File: src/rtl/rrd_pkg.sv
// Shared definitions for the rrd (register read / dispatch) stage.
//   - Default widths for register index, data word and ROB tag.
//   - Default port counts for the tagged register file.
//   - Convenience typedefs sized from the defaults.
package rrd_pkg;

  localparam int unsigned S_INDEX          = 5;
  localparam int unsigned S_WIDTH          = 32;
  localparam int unsigned S_TAG            = 4;
  localparam int unsigned NUM_READ_PORTS   = 2;
  localparam int unsigned NUM_WRITE_PORTS  = 3;
  localparam int unsigned NUM_RENAME_PORTS = 1;

  typedef logic [S_INDEX-1:0] reg_idx_t;
  typedef logic [S_WIDTH-1:0] reg_data_t;
  typedef logic [S_TAG-1:0]   rob_tag_t;

endpackage

File: src/rtl/regfile_status.sv
// Busy/tag status array for the tagged register file.
//   clk, rst      : clock, synchronous active-high reset
//   flush         : clear every busy bit, drop same-cycle renames
//   ld/dest/cmt_tag : commit ports; clear busy when the committing tag
//                   still owns the register
//   rn_valid/rn_dest/rn_tag : rename ports; mark busy and record tag
//   src           : read indices
//   out_busy/out_tag : per-read status, with same-cycle commit clearing
//                   folded in (renames are not visible this cycle)
module regfile_status
  import rrd_pkg::*;
#(
  parameter int unsigned s_index          = S_INDEX,
  parameter int unsigned s_tag            = S_TAG,
  parameter int unsigned num_read_ports   = NUM_READ_PORTS,
  parameter int unsigned num_write_ports  = NUM_WRITE_PORTS,
  parameter int unsigned num_rename_ports = NUM_RENAME_PORTS
) (
  input  logic                                         clk,
  input  logic                                         rst,
  input  logic                                         flush,
  input  logic [num_write_ports-1:0]                   ld,
  input  logic [num_write_ports-1:0][s_index-1:0]      dest,
  input  logic [num_write_ports-1:0][s_tag-1:0]        cmt_tag,
  input  logic [num_rename_ports-1:0]                  rn_valid,
  input  logic [num_rename_ports-1:0][s_index-1:0]     rn_dest,
  input  logic [num_rename_ports-1:0][s_tag-1:0]       rn_tag,
  input  logic [num_read_ports-1:0][s_index-1:0]       src,
  output logic [num_read_ports-1:0]                    out_busy,
  output logic [num_read_ports-1:0][s_tag-1:0]         out_tag
);

  localparam int unsigned num_regs = 2 ** s_index;

  logic [num_regs-1:0] busy_q, busy_d;
  logic [s_tag-1:0]    tag_q [num_regs];
  logic [s_tag-1:0]    tag_d [num_regs];

  // Next-state priority (lowest to highest): commit clear, rename, flush.
  always_comb begin
    busy_d = busy_q;
    for (int unsigned r = 0; r < num_regs; r++) begin
      tag_d[r] = tag_q[r];
    end

    // Clear decisions look only at the pre-edge state, so the order of
    // commit ports is irrelevant here.
    for (int unsigned i = 0; i < num_write_ports; i++) begin
      if (ld[i] && (dest[i] != '0) && busy_q[dest[i]] &&
          (tag_q[dest[i]] == cmt_tag[i])) begin
        busy_d[dest[i]] = 1'b0;
      end
    end

    if (!flush) begin
      for (int unsigned j = 0; j < num_rename_ports; j++) begin
        if (rn_valid[j] && (rn_dest[j] != '0)) begin
          busy_d[rn_dest[j]] = 1'b1;
          tag_d[rn_dest[j]]  = rn_tag[j];
        end
      end
    end else begin
      busy_d = '0;
    end
  end

  always_ff @(posedge clk) begin
    if (rst) begin
      busy_q <= '0;
      for (int unsigned r = 0; r < num_regs; r++) begin
        tag_q[r] <= '0;
      end
    end else begin
      busy_q <= busy_d;
      for (int unsigned r = 0; r < num_regs; r++) begin
        tag_q[r] <= tag_d[r];
      end
    end
  end

  // A read sees a pending source as ready when its producer commits this
  // cycle; register 0 is never marked busy so it reads back all zeros.
  always_comb begin
    for (int unsigned p = 0; p < num_read_ports; p++) begin
      out_busy[p] = busy_q[src[p]];
      for (int unsigned i = 0; i < num_write_ports; i++) begin
        if (ld[i] && (dest[i] == src[p]) && (cmt_tag[i] == tag_q[src[p]])) begin
          out_busy[p] = 1'b0;
        end
      end
      if (src[p] == '0) begin
        out_busy[p] = 1'b0;
      end
      out_tag[p] = out_busy[p] ? tag_q[src[p]] : '0;
    end
  end

endmodule

File: src/rtl/regfile_tagged.sv
// Architectural register file with per-register busy/tag status.
//   clk, rst   : clock, synchronous active-high reset
//   flush      : clear all busy bits (commit data still written)
//   ld/dest/in/cmt_tag : commit ports from the ROB head
//   rn_valid/rn_dest/rn_tag : rename ports from dispatch
//   src        : read indices
//   out        : read data with same-cycle commit bypass
//   out_busy   : source still pending
//   out_tag    : producing ROB tag when busy, else 0
module regfile_tagged
  import rrd_pkg::*;
#(
  parameter int unsigned s_index          = S_INDEX,
  parameter int unsigned s_width          = S_WIDTH,
  parameter int unsigned s_tag            = S_TAG,
  parameter int unsigned num_read_ports   = NUM_READ_PORTS,
  parameter int unsigned num_write_ports  = NUM_WRITE_PORTS,
  parameter int unsigned num_rename_ports = NUM_RENAME_PORTS
) (
  input  logic                                         clk,
  input  logic                                         rst,
  input  logic                                         flush,
  input  logic [num_write_ports-1:0]                   ld,
  input  logic [num_write_ports-1:0][s_index-1:0]      dest,
  input  logic [num_write_ports-1:0][s_width-1:0]      in,
  input  logic [num_write_ports-1:0][s_tag-1:0]        cmt_tag,
  input  logic [num_rename_ports-1:0]                  rn_valid,
  input  logic [num_rename_ports-1:0][s_index-1:0]     rn_dest,
  input  logic [num_rename_ports-1:0][s_tag-1:0]       rn_tag,
  input  logic [num_read_ports-1:0][s_index-1:0]       src,
  output logic [num_read_ports-1:0][s_width-1:0]       out,
  output logic [num_read_ports-1:0]                    out_busy,
  output logic [num_read_ports-1:0][s_tag-1:0]         out_tag
);

  localparam int unsigned num_regs = 2 ** s_index;

  logic [s_width-1:0] data_q [num_regs];
  logic [s_width-1:0] data_d [num_regs];

  regfile_status #(
    .s_index          (s_index),
    .s_tag            (s_tag),
    .num_read_ports   (num_read_ports),
    .num_write_ports  (num_write_ports),
    .num_rename_ports (num_rename_ports)
  ) u_status (
    .clk      (clk),
    .rst      (rst),
    .flush    (flush),
    .ld       (ld),
    .dest     (dest),
    .cmt_tag  (cmt_tag),
    .rn_valid (rn_valid),
    .rn_dest  (rn_dest),
    .rn_tag   (rn_tag),
    .src      (src),
    .out_busy (out_busy),
    .out_tag  (out_tag)
  );

  // Ascending port order makes the highest-index commit win on collisions.
  always_comb begin
    for (int unsigned r = 0; r < num_regs; r++) begin
      data_d[r] = data_q[r];
    end
    for (int unsigned i = 0; i < num_write_ports; i++) begin
      if (ld[i] && (dest[i] != '0)) begin
        data_d[dest[i]] = in[i];
      end
    end
  end

  always_ff @(posedge clk) begin
    if (rst) begin
      for (int unsigned r = 0; r < num_regs; r++) begin
        data_q[r] <= '0;
      end
    end else begin
      for (int unsigned r = 0; r < num_regs; r++) begin
        data_q[r] <= data_d[r];
      end
    end
  end

  // Commit-to-read bypass, same priority as the write path.
  always_comb begin
    for (int unsigned p = 0; p < num_read_ports; p++) begin
      out[p] = data_q[src[p]];
      for (int unsigned i = 0; i < num_write_ports; i++) begin
        if (ld[i] && (dest[i] == src[p])) begin
          out[p] = in[i];
        end
      end
      if (src[p] == '0) begin
        out[p] = '0;
      end
    end
  end

endmodule

File: config.mk
export PLATFORM = sky130hd
export DESIGN_NAME = regfile_tagged
export DESIGN_NICKNAME = d
export VERILOG_FILES = /design/src/rtl/rrd_pkg.sv /design/src/rtl/regfile_status.sv /design/src/rtl/regfile_tagged.sv
export SDC_FILE = /design/constraint.sdc
export NUM_CORES = 2
export LEC_CHECK = 0
export CAP_MARGIN = 10
export CORE_MARGIN = 5
export CORE_UTILIZATION = 55
export DETAILED_ROUTE_END_ITERATION = 8
export DONT_BUFFER_PORTS = 1
export PLACE_DENSITY = 0.66
export SKIP_LAST_GASP = 1
export SLEW_MARGIN = 30
export SYNTH_ARGS = -nofsm -noshare
export SYNTH_HDL_FRONTEND = slang
export SYNTH_SLANG_ARGS = --single-unit
File: constraint.sdc
create_clock -name clk -period 8.06 [get_ports clk]
set_clock_uncertainty 0.1 [all_clocks]
set_input_delay 1.209 -clock clk [delete_from_list [all_inputs] [get_ports clk]]
set_output_delay 1.209 -clock clk [all_outputs]
set_load 0.05 [all_outputs]
Yosys cells after proc, flatten, opt, wreduce, memory -nomap -nowiden
Memories as Yosys holds them, arrays and structs flattened.
Cells that the tools add are included.
- $lt $le $gt $ge: 18
- equality and inequality tests: 15
- mux-type cells: 124
- bitwise operators: 75
- reduce and logical (&&, ||, !) cells: 37
- operators by type and width (kind ; number):
    1024-bit bitwise mux ; 3
    1024-bit two-way mux ; 3
    32-bit two-way mux ; 47
    32-bit demux with 5-bit select ; 3
    128-bit two-way mux ; 2
    4-bit two-way mux ; 35
    128-bit bitwise mux ; 1
    32-bit bitwise AND ; 3
    32-bit inverter ; 3
    1-bit OR ; 64
    4-bit == test ; 9
    5-bit by 6-bit less-than comparator with 1-bit output, second input constant ; 6
    32-bit OR ; 1
    5-bit == test ; 6
    1-bit logical AND ; 30
    1-bit binary-select mux with 5-bit select ; 5
    6-bit >= comparator, second input constant ; 4
    6-bit by 1-bit less-than comparator with 1-bit output, second input constant ; 4
    5-bit inverter with 6-bit output ; 4
    1-bit demux with 5-bit select ; 4
    4-bit demux with 5-bit select ; 1
    5-bit by 1-bit >= comparator with 1-bit output, second input constant ; 4
    1-bit two-way mux ; 20
    5-bit nonzero test ; 4
    other kinds (2) ; 3
- register bits: 32
- memory bits (writable): 1152
- input bits: 149
- output and inout bits: 74
- logic and storage cells: 272
- memories: 2
- memory list (name ; depth ; width ; read ports ; clocked after memory_dff ; wr ports ; line ; RTL):
    data_q ; 32 ; 32 ; 34 ; 0 ; 32 ; regfile_tagged.sv:38 ; logic [s_width-1:0] data_q [num_regs];
    u_status.tag_q ; 32 ; 4 ; 37 ; 0 ; 32 ; regfile_status.sv:36 ; logic [s_tag-1:0] tag_q [num_regs];

Depth between registers and ports, before layout
- depth after elaboration: 13
- depth in mapped cells: 14
- gate-level depth less buffers: 8

Hierarchy
Synthesis repeated with hierarchy kept, for this count alone.
- cells, all modules: 10347
- area, all modules: 88884.0 µm²
- by module, submodules not included (module ; instances ; cells each ; area an instance (µm²) ; sequential area each (µm²)):
    regfile_tagged ; 1 ; 8769 ; 74227.4 ; 20499.7
    regfile_status ; 1 ; 1578 ; 14656.6 ; 3203.1

Worst setup path before layout
No wires, ideal clock.
- path type: input-to-output
- start point: in src[1] in the netlist's numbering
- end point: out out_tag[2] in the netlist's numbering
- arrival: 4273 ps
- required time: 6751 ps
- slack: 2478 ps
- cell stages on the path: 10
- buffers on the path: 2
- path through: buf_4 buf_2 mux4_2 mux4_2 mux2i_1 xnor2_1 a211oi_1 a32oi_1 nand3_1 nor2b_1
- RTL lines (item ; line ; RTL):
    start, declared ; regfile_tagged.sv:30 ; input logic [num_read_ports-1:0][s_index-1:0] src,
    end, declared ; regfile_tagged.sv:33 ; output logic [num_read_ports-1:0][s_tag-1:0] out_tag

==> impl_results.md <==
- CP max FO: 281
- Share of cells above drive strength 1: 0.1354
- Placed cell count: 10,950
- Sequential share of the synthesized area: 0.2729
- Vias/cell: approximately 7.7
- Post-CTS Setup Bufs: 0
- # fillers: approximately 14,000
- Max transition margin: 0.08359
- Synthesized area per cell: roughly 8.6 um^2
- Actual slew at the worst max-slew pin: 1.375 ns
- Setup violators final: 0
- Setup TNS: 0 ns
- Status: complete, no violations
- Row count: approximately 150
- Post-synth ARST share: 0
- Final Max Tran Viols: 0
- Reg clk slew, reported paths: about 0.060 ns
- Dominant synthesized flop cell: dfxtp_1
- CP max stage delay: 0.78 ns
- Top cell type's share of synthesized area: 0.2729
- Hold_buf cts: 0
- R2r setup slk: around 4.2 ns
- Period utilization: 0.7404
- Port Buf Inserts: 0
- Area Overhead vs Synth: 5.433%
- Setup CP Type: in -> out
- Clk buf depth: 3
- # resized after CTS: 0
- Largest cells by area after synthesis: dfxtp_1 27%, mux4_2 19%, mux2i_1 15%
- CTS tree: built
- Worst skew pair latency: 0.82 ns
- Initial antenna violation count: 8
- Final hold violations: 0
- Final WL: roughly 410,000 um
- ANT nets after route: 0
- Gate Count Post-Synth: roughly 10,000
- Instance count on the critical path: 8
- Slowest stage cell, crit path: mux4_2
- Hold path cells: 1
- Vias in the first global route: about 80,000
- Cells along the critical path: mux4_2 > mux4_2 > mux2i_1 > nor2_1 > a21oi_1 > o21ai_0 > o21ai_0 > nor2_1
- Buffers & Inverters on Critical Path: 0
- Pwr per Cell Area: between 150 and 200 nW/um^2
- Fmax: around 0.17 GHz
- Switching share of power: 0.2675
- DRC errors left: 0
- Number of register bits inferred by synthesis: 1,184
- Number of flops mapped to enable cells by yosys: 0
- Vias: a little under 90,000
- Core area: around 160,000 um^2
- Pre-antenna DRT Iters: 9
- Max-cap viol count: 0
- Clk pwr share: 0.467
- Final core utilization: 0.5849
- Non-Filler Instances: about 11,000
- Arr. time, crit path: ~4.7 ns
- IO Pins: between 200 and 250
- Die X: 407.4 um
- Mapped cell area: just under 90,000 um^2
- Internal power: between 10 and 15 mW
- Period minus WS final: 5.967 ns
- Remaining Overflow, GRT: 0
- Worst path required time: between 6 and 7 ns
- NetSw: between 3 and 4 mW
- TritonCTS buffer count: 143
- Initial core utilization: 0.5548
- CP delay by family, top: multiplexers
- RSZ-0062 raised after global routing: no
- DIE AREA: between 150,000 and 200,000 um^2
- Die height: 407.4 um
- Top cell type by total area after synthesis: dfxtp_1
- Dpl hpwl: roughly 220,000 um
- Layout net count: 9,199
- Gate power share: 0.102
- Yosys warns: 0
- Reg2Reg Depth: 8
- HP Class: reg -> reg
- RePlAce Congestion: approximately 1
- Pin count of the biggest net entering global routing: 1,156
- Crit path launch type: input port
- Count of different cell masters after synthesis: just under 70
- Mapped Nets: between 10,000 and 15,000
- Element type at the critical path end: primary output
- Number of DRC markers in iteration 0: about 16,000
- Clock root cell: clkbuf_16
- Global-route wire length before repair: roughly 580,000 um
- Peak supply drop: 0.2275 mV
- Leak pwr: 31.88 nW
- Tot GR Track Use: 0.4667
- Clock sink count: between 1,000 and 1,500
- H-tree Lvls: 4
- Seq pwr share: 0.431
- Routed len/inst: about 36 um
==> placed cells by master, fill, tap and decap left out, types with 27 or more instances in the layout <==
cell type | netlist | final
nor2_1 | 2243 | 2180
mux2i_1 | 1272 | 1272
a21oi_1 | 1232 | 1232
dfxtp_1 | 1184 | 1184
a211oi_1 | 951 | 951
mux4_2 | 745 | 745
nand2_1 | 292 | 256
o21ai_0 | 181 | 181
clkbuf_16 | 0 | 146
o22ai_1 | 110 | 110
nand3_1 | 109 | 103
buf_4 | 40 | 101
nor2_4 | 0 | 54
clkbuf_1 | 950 | 52
o211ai_1 | 45 | 45
nor2b_1 | 46 | 44
nor4_1 | 32 | 31
buf_16 | 0 | 27
==> final timing paths <==
check                            start                   to
setup reg to reg  u_status.tag_q[1][2]  u_status.busy_q[31]
hold reg to reg           data_q[0][1]         data_q[0][1]
hold / removal            data_q[0][1]         data_q[0][1]
setup / recovery                src[5]              out[62]
==> registers in the layout (all words and copies together) (netlist names) <==
name             flops
u_status.busy_q     32
data_q            1024
u_status.tag_q     128
==> logic make-up after synthesis <==
| group | after synthesis | share of synthesized area |
|---|---|---|
| XOR/XNOR | 48 | 0.004840 |
| AND/OR/NAND/NOR | 2897 | 0.1376 |
| buffers and inverters | 1298 | 0.06040 |
| flip-flops | 1184 | 0.2729 |
| multiplexers | 2021 | 0.3405 |
| AO/OA/AOI/OAI | 2606 | 0.1838 |
==> Yosys cell counts (25+ instances only) <==
master / n
a211oi_1: 951
a21oi_1: 1232
buf_1: 123
buf_2: 173
buf_4: 40
clkbuf_1: 950
dfxtp_1: 1184
mux2i_1: 1272
mux4_2: 745
nand2_1: 292
nand3_1: 109
nand4_1: 26
nor2_1: 2243
nor2b_1: 46
nor4_1: 32
o211ai_1: 45
o21ai_0: 181
o22ai_1: 110
xnor2_1: 25
==> area by class of cell <==
type	instances	area, um^2	area share
multi-input combinational	7572	59060	0.6449
clock inverter	30	357.8	0.003907
antenna	5	12.51	0.0001366
inverter	11	41.29	0.0004508
sequential	1184	23700	0.2588
clock buffer	223	4193	0.04578
timing repair buffer	138	1640	0.01791
tap	2058	2575	0.02812
==> metal layers <==
metal  global-route usage  wire length [um]
met1               0.5918            140200
met2               0.6528            162900
met4               0.3296             37270
met5             0.005460               242
met3               0.1764             66440
==> stage by stage <==
stage / cell area, um^2 / hold WS (ns) / power, mW / setup WS [ns]
2_1_floorplan: 86860 / 0.3509 / 7.657 / 2.478
3_3_place_gp: 85860 / 0.3627 / 7.427 / 2.355
3_5_place_dp: 86720 / 0.3700 / 7.477 / 2.304
4_1_cts: 91270 / 0.3775 / 13.91 / 2.301
5_1_grt: 91570 / 0.3852 / 14.38 / 2.188
6_report: 91580 / 0.3786 / 14.11 / 2.093
==> power groups by stage <==
stage          clock (mW)  combinational [mW]  sequential (mW)
4_1_cts              6.55                1.28             6.08
3_3_place_gp            0                1.23             6.20
6_report             6.59                1.44             6.08
3_5_place_dp            0                1.27             6.20
5_1_grt              6.79                1.50             6.09
2_1_floorplan           0                1.49             6.17
(Power assumes the default switching activity.)
